==> src/rtl/apb_multi_decoder.sv <==
// APB address decoder and response mux: one master, NUM_SLAVES fixed-size slots.
// Produces its own error response for unmapped, timed-out and malformed transfers and records them.
module apb_multi_decoder #(
    parameter int                NUM_SLAVES = 4,
    parameter int                ADDR_W     = 32,
    parameter int                DATA_W     = 32,
    parameter logic [ADDR_W-1:0] BASE_ADDR  = ADDR_W'('h1000),
    parameter int                SLOT_BITS  = 12,
    parameter int                TIMEOUT    = 255
) (
    input  logic                         clk,
    input  logic                         rst,
    input  logic                         PSEL,
    input  logic                         PENABLE,
    input  logic                         PWRITE,
    input  logic [ADDR_W-1:0]            PADDR,
    input  logic [DATA_W-1:0]            PWDATA,
    input  logic [DATA_W/8-1:0]          PSTRB,
    output logic [DATA_W-1:0]            PRDATA,
    output logic                         PREADY,
    output logic                         PSLVERR,
    output logic [NUM_SLAVES-1:0]        PSEL_S,
    output logic                         PENABLE_S,
    output logic                         PWRITE_S,
    output logic [ADDR_W-1:0]            PADDR_S,
    output logic [DATA_W-1:0]            PWDATA_S,
    output logic [DATA_W/8-1:0]          PSTRB_S,
    input  logic [NUM_SLAVES*DATA_W-1:0] PRDATA_S,
    input  logic [NUM_SLAVES-1:0]        PREADY_S,
    input  logic [NUM_SLAVES-1:0]        PSLVERR_S,
    output logic                         err_pulse,
    output logic [1:0]                   err_cause,
    output logic [7:0]                   err_count,
    output logic [ADDR_W-1:0]            last_err_addr
);

    localparam int SEL_W = (NUM_SLAVES > 1) ? $clog2(NUM_SLAVES) : 1;

    localparam logic [1:0] CAUSE_NONE     = 2'd0;
    localparam logic [1:0] CAUSE_UNMAPPED = 2'd1;
    localparam logic [1:0] CAUSE_TIMEOUT  = 2'd2;
    localparam logic [1:0] CAUSE_PROTOCOL = 2'd3;

    typedef enum logic {
        IDLE   = 1'b0,
        ACCESS = 1'b1
    } state_t;

    state_t            state, state_nxt;
    logic [SEL_W-1:0]  sel_q, sel_nxt;
    logic              mapped_q, mapped_nxt;
    logic [15:0]       wait_cnt, wait_nxt;

    logic [ADDR_W-1:0] offset;
    logic [ADDR_W-1:0] slot_num;
    logic              dec_mapped;
    logic [SEL_W-1:0]  dec_idx;
    logic [DATA_W-1:0] slot_rdata;
    logic              slot_ready;
    logic              slot_err;

    logic              err_now;
    logic [1:0]        err_code;

    function automatic logic [7:0] sat_inc8(input logic [7:0] v);
        return (v == 8'hFF) ? v : v + 8'd1;
    endfunction

    // Shared signals go straight through; only PSEL is decoded.
    assign PENABLE_S = PENABLE;
    assign PWRITE_S  = PWRITE;
    assign PADDR_S   = PADDR;
    assign PWDATA_S  = PWDATA;
    assign PSTRB_S   = PSTRB;

    assign offset     = PADDR - BASE_ADDR;
    assign slot_num   = offset >> SLOT_BITS;
    assign dec_mapped = (PADDR >= BASE_ADDR) && (slot_num < ADDR_W'(NUM_SLAVES));
    assign dec_idx    = slot_num[SEL_W-1:0];

    assign slot_rdata = PRDATA_S[int'(sel_q) * DATA_W +: DATA_W];
    assign slot_ready = PREADY_S[sel_q];
    assign slot_err   = PSLVERR_S[sel_q];

    always_comb begin
        state_nxt  = state;
        sel_nxt    = sel_q;
        mapped_nxt = mapped_q;
        wait_nxt   = wait_cnt;
        PSEL_S     = '0;
        PRDATA     = '0;
        PREADY     = 1'b0;
        PSLVERR    = 1'b0;
        err_now    = 1'b0;
        err_code   = CAUSE_NONE;

        unique case (state)
            IDLE: begin
                if (PSEL && !PENABLE) begin
                    if (dec_mapped) begin
                        PSEL_S[dec_idx] = 1'b1;
                    end
                    sel_nxt    = dec_mapped ? dec_idx : '0;
                    mapped_nxt = dec_mapped;
                    wait_nxt   = '0;
                    state_nxt  = ACCESS;
                end else if (PSEL && PENABLE) begin
                    // ACCESS phase without a preceding SETUP: answer it ourselves.
                    PREADY   = 1'b1;
                    PSLVERR  = 1'b1;
                    err_now  = 1'b1;
                    err_code = CAUSE_PROTOCOL;
                end
            end

            ACCESS: begin
                if (!PSEL) begin
                    state_nxt = IDLE;
                end else begin
                    if (mapped_q) begin
                        PSEL_S[sel_q] = 1'b1;
                    end
                    if (PENABLE) begin
                        if (!mapped_q) begin
                            PREADY    = 1'b1;
                            PSLVERR   = 1'b1;
                            err_now   = 1'b1;
                            err_code  = CAUSE_UNMAPPED;
                            state_nxt = IDLE;
                        end else if (slot_ready) begin
                            // A slave answering on the timeout cycle still wins.
                            PREADY    = 1'b1;
                            PSLVERR   = slot_err;
                            PRDATA    = slot_rdata;
                            state_nxt = IDLE;
                        end else if (wait_cnt == 16'(TIMEOUT)) begin
                            PREADY    = 1'b1;
                            PSLVERR   = 1'b1;
                            err_now   = 1'b1;
                            err_code  = CAUSE_TIMEOUT;
                            state_nxt = IDLE;
                        end else begin
                            wait_nxt = wait_cnt + 16'd1;
                        end
                    end
                end
            end

            default: state_nxt = IDLE;
        endcase

        // Nothing reaches slaves or master while reset is held.
        if (!rst) begin
            PSEL_S  = '0;
            PRDATA  = '0;
            PREADY  = 1'b0;
            PSLVERR = 1'b0;
            err_now = 1'b0;
        end
    end

    always_ff @(posedge clk) begin
        if (!rst) begin
            state         <= IDLE;
            sel_q         <= '0;
            mapped_q      <= 1'b0;
            wait_cnt      <= '0;
            err_pulse     <= 1'b0;
            err_cause     <= CAUSE_NONE;
            err_count     <= '0;
            last_err_addr <= '0;
        end else begin
            state     <= state_nxt;
            sel_q     <= sel_nxt;
            mapped_q  <= mapped_nxt;
            wait_cnt  <= wait_nxt;
            err_pulse <= err_now;
            if (err_now) begin
                err_cause     <= err_code;
                err_count     <= sat_inc8(err_count);
                last_err_addr <= PADDR;
            end
        end
    end

endmodule

==> config.mk <==
export PLATFORM = sky130hd
export DESIGN_NAME = apb_multi_decoder
export DESIGN_NICKNAME = d
export VERILOG_FILES = /design/src/rtl/apb_multi_decoder.sv
export SDC_FILE = /design/constraint.sdc
export NUM_CORES = 1
export LEC_CHECK = 0
export ABC_AREA = 1
export BUFFER_PORTS_ARGS = -buffer_cell sky130_fd_sc_hd__buf_2
export CORE_AREA = 2 2 139 141
export DETAILED_ROUTE_END_ITERATION = 12
export DIE_AREA = 0 0 141 143
export GPL_TIMING_DRIVEN = 0
export HOLD_SLACK_MARGIN = 0.05
export PLACE_DENSITY = 0.53
export SLEW_MARGIN = 30
export SYNTH_ARGS = -nofsm -noshare
export SYNTH_HDL_FRONTEND = slang
export SYNTH_SLANG_ARGS = --single-unit
==> constraint.sdc <==
create_clock -name clk -period 2.3 [get_ports clk]
set_input_delay 0.345 -clock clk [delete_from_list [all_inputs] [get_ports clk]]
set_output_delay 0.345 -clock clk [all_outputs]
set_load 0.005 [all_outputs]
==> flow_metrics.py <==
metrics = {
    "cts": {
        "clockBufferDepth": 2,
        "clkTransAtPathRegs_ps": 50,
        "root_buffer": "clkbuf_16",
        "cts_made_buffers": 9,
        "numClockSinks": 63,
        "cts_htree_levels": 3,
        "postCtsHoldBufs": 0,
        "tritoncts": "done",
        "clkLatencyLatePin_ps": 340,
    },
    "global_routing": {
        "grt_pass1_vias": 5404,
        "track_usage_pct": 18.3,
        "grt_pass1_wl_um": 28900,
        "overflow": 0,
        "antenna_found_initial": 0,
        "grt_max_degree": 15,
    },
    "power_and_ir_drop": {
        "netSwitchingPower_w": 0.000788,
        "p_int_w": 0.00244,
        "combinationalPowerShare_pct": 19.3,
        "pwr-share-seq_pct": 35.0,
        "total_power_w": 0.00323,
        "vdd_drop_max_uv": 351,
        "p_leak_nw": 3.54,
        "switching_share_pct": 24.4,
        "powerDensity_mw_per_mm2": 436,
        "p_clk_share_pct": 45.7,
    },
    "floorplanning": {
        "die_y_um": 143,
        "core_area_mm2": 0.0186,
        "num_io_pins": 360,
        "rows": 50,
        "die_w_um": 141,
        "dieArea_mm2": 0.0202,
        "initial_core_util_pct": 25.3,
    },
    "place": {
        "placed_cell_area_mm2": 0.00661,
        "place.gp.congestion": 0.890,
        "hpwl_um": 16200,
        "dp_cells": 1249,
        "numPortBuffers": 321,
    },
    "status": {
        "status": "finished, violations left",
        "violations": "setup timing",
    },
    "sta": {
        "fmax_mhz": 434,
        "worst_slew_pin_slew_ps": 684,
        "hold_viol": 0,
        "setup_ws_ps": -3.94,
        "finalCritPeriodShare_pct": 100,
        "maxSlewViolCount": 0,
        "slew_headroom_pct": 54.4,
        "setup_viol": 1,
        "rsz0062_at_grt": "yes",
        "finalClockSkew_ps": 8.06,
        "hold_ws_ps": 267,
        "min_period_ps": 2300,
    },
    "worst_setup_path": {
        "rr_startpoint": "wait_cnt[1]",
        "path_class": "in2out",
        "startpoint": "PADDR[12]",
        "worstPathArrival_ps": 1960,
        "crit_end": "PSEL_S[2]",
        "cp-end-kind": "output port",
        "rr_endpoint": "last_err_addr[25]",
        "critical_path.max_fanout": 6,
        "r2r_slack_ps": 370,
        "cp.required_ps": 1960,
        "critical_path.startpoint_type": "primary input",
        "reg2reg_depth": 10,
    },
    "logic_synthesis": {
        "yosysSeqAreaShare_pct": 26.8,
        "syn_inst": 694,
        "synth.cell_area_mm2": 0.00471,
        "yosysWarnings": 0,
        "ys_types": 30,
        "ys_top_cells_by_area": "dfxtp_1 27%, nand2_1 11%, buf_4 11%",
        "syn_avg_cell_area_um2": 6.78,
        "synth_top_cell_area_share_pct": 26.8,
        "synth_area_leader_cell": "dfxtp_1",
        "ys_seq_elements": 63,
        "syn_nets": 909,
    },
    "finish": {
        "multi_input_area_mm2": 0.00279,
        "diodes": 0,
        "final_cells": 1282,
        "areaGrowthSynthToFinish_pct": 57.0,
        "fill_cells": 2016,
        "layout.nets": 1260,
        "regArea_mm2": 0.00128,
        "post-route-cell-area_mm2": 0.00739,
        "final_layout_size_suffix_gt1_share_pct": 49.9,
    },
    "flow_run": {
        "maxCapViolCount": 0,
    },
    "route": {
        "drtPass1Iterations": 6,
        "ant_nets": 0,
        "viasPerCell": 4.59,
        "dr_total_vias": 5885,
        "drt-wirelength-per-cell_um": 15.7,
        "routed_wl_um": 20100,
        "drt_iter0_markers": 334,
        "drc": 0,
    },
    "min_path": {
        "hold_class": "in2reg",
    },
}
==> flip-flops by register name (all words and copies together) (netlist names) <==
name and count:
sel_q 2, wait_cnt 16, err_pulse 1, state 1, mapped_q 1, err_cause 2
last_err_addr 32, err_count 8
==> synthesized netlist by cell type <==
cell / instances
nand4_4: 1
nor2_2: 4
xor2_1: 14
clkbuf_1: 22
o211ai_1: 1
xnor2_1: 4
buf_6: 4
a22oi_1: 66
nand2_1: 143
nand4_1: 11
inv_2: 5
nor2_4: 2
nand3_1: 48
ha_1: 6
nand3_2: 1
o21ai_1: 2
a211oi_2: 13
a31oi_1: 2
clkinv_1: 1
dfxtp_1: 63
nand2_2: 4
buf_2: 6
buf_4: 71
nor2_1: 82
o21ai_0: 1
a21oi_1: 76
inv_1: 34
nand3b_1: 1
nor3_1: 5
and3b_1: 1
==> power groups by stage <==
stage	clock network, W	logic [W]	registers (W)
final	0.00147	0.000621	0.00113
after floorplan	0	0.000263	0.00116
after detailed placement	0	0.000585	0.00116
after global placement	0	0.000583	0.00116
after global routing	0.00155	0.000676	0.00113
after CTS	0.00150	0.000619	0.00113
==> critical path, stage by stage <==
cell and delay [ps]:
buf_8 90, clkinvlp_4 120, ha_4 200, buf_6 120, nand3_4 100, inv_4 40
nand4_1 130, nand2_1 70, nor2_1 100, nand2_1 100, nor2_4 240, nand3_2 100
nand2_2 100, buf_6 100
==> metal layers <==
metal	track usage [%]	wire length, µm
met5	0	0
met1	21.1	8120
met3	3.62	1170
met4	5.11	333
met2	34.5	10500
==> repair_timing <==
action,in CTS,in global routing
resized for setup,57,40
setup endpoints to repair,38,36
buffers inserted,16,8
pin swaps,19,19
==> stage by stage <==
step	setup slack (ps)	utilization, %	TNS, ps
floorplan	260	-	0
finish	-3.94	39.8	-3.94
detailed placement	-631	35.6	-3980
CTS	-17.7	39.0	-18.3
global route	-135	39.8	-507
global placement	-616	35.6	-3740
==> cell usage in the layout, fill, tap and decap left out, types with 2 or more instances in the layout <==
master,count
nor3_1,4
nand2_1,138
o21ai_1,2
a21oi_2,8
clkbuf_1,9
clkbuf_8,2
nor2_2,11
a31oi_1,2
ha_1,4
a211oi_2,13
dfxtp_4,4
buf_12,2
nand3_2,6
a21oi_1,67
dfxtp_1,58
buf_6,11
xnor2_1,4
clkbuf_16,9
nand2_2,8
ha_4,2
nor2_4,7
clkbuf_2,6
nand3_1,42
inv_1,30
bufinv_16,2
nand4_1,11
inv_2,4
xor2_1,13
buf_4,91
nor2_1,70
clkinvlp_4,2
inv_4,4
a22oi_1,66
buf_2,323
==> kinds of logic after synthesis <==
group	count (synthesis)	share of synthesized area, %
AND/OR/NAND/NOR	303	27.6
buffers and inverters	143	17.9
XOR/XNOR	18	3.35
AO/OA/AOI/OAI	161	22.8
flip-flops	63	26.8
adder cells (fa/ha/maj)	6	1.59
==> area by class of cell <==
| class | instances | area share, % |
|---|---|---|
| Inverter | 40 | 2.22 |
| Timing Repair Buffer | 345 | 25.0 |
| Multi-Input combinational cell | 488 | 37.8 |
| Clock buffer | 11 | 3.42 |
| Tap cell | 234 | 3.96 |
| Buffer | 98 | 9.38 |
| Clock inverter | 3 | 0.914 |
| Sequential cell | 63 | 17.3 |
==> worst min-delay path by stage <==
| stage | from | to | slack, ps | depth (start not counted) |
|---|---|---|---|---|
| final | PENABLE | state | 270 | 2 |
| after detailed placement | err_cause[1] | err_cause[1] | 440 | 2 |
| after global placement | last_err_addr[9] | last_err_addr[9] | 450 | 2 |
| after global routing | PADDR[6] | last_err_addr[6] | 270 | 3 |
| after floorplan | PENABLE | state | 440 | 1 |
| after CTS | PENABLE | state | 260 | 2 |
Power figures use the tool's default switching activity.
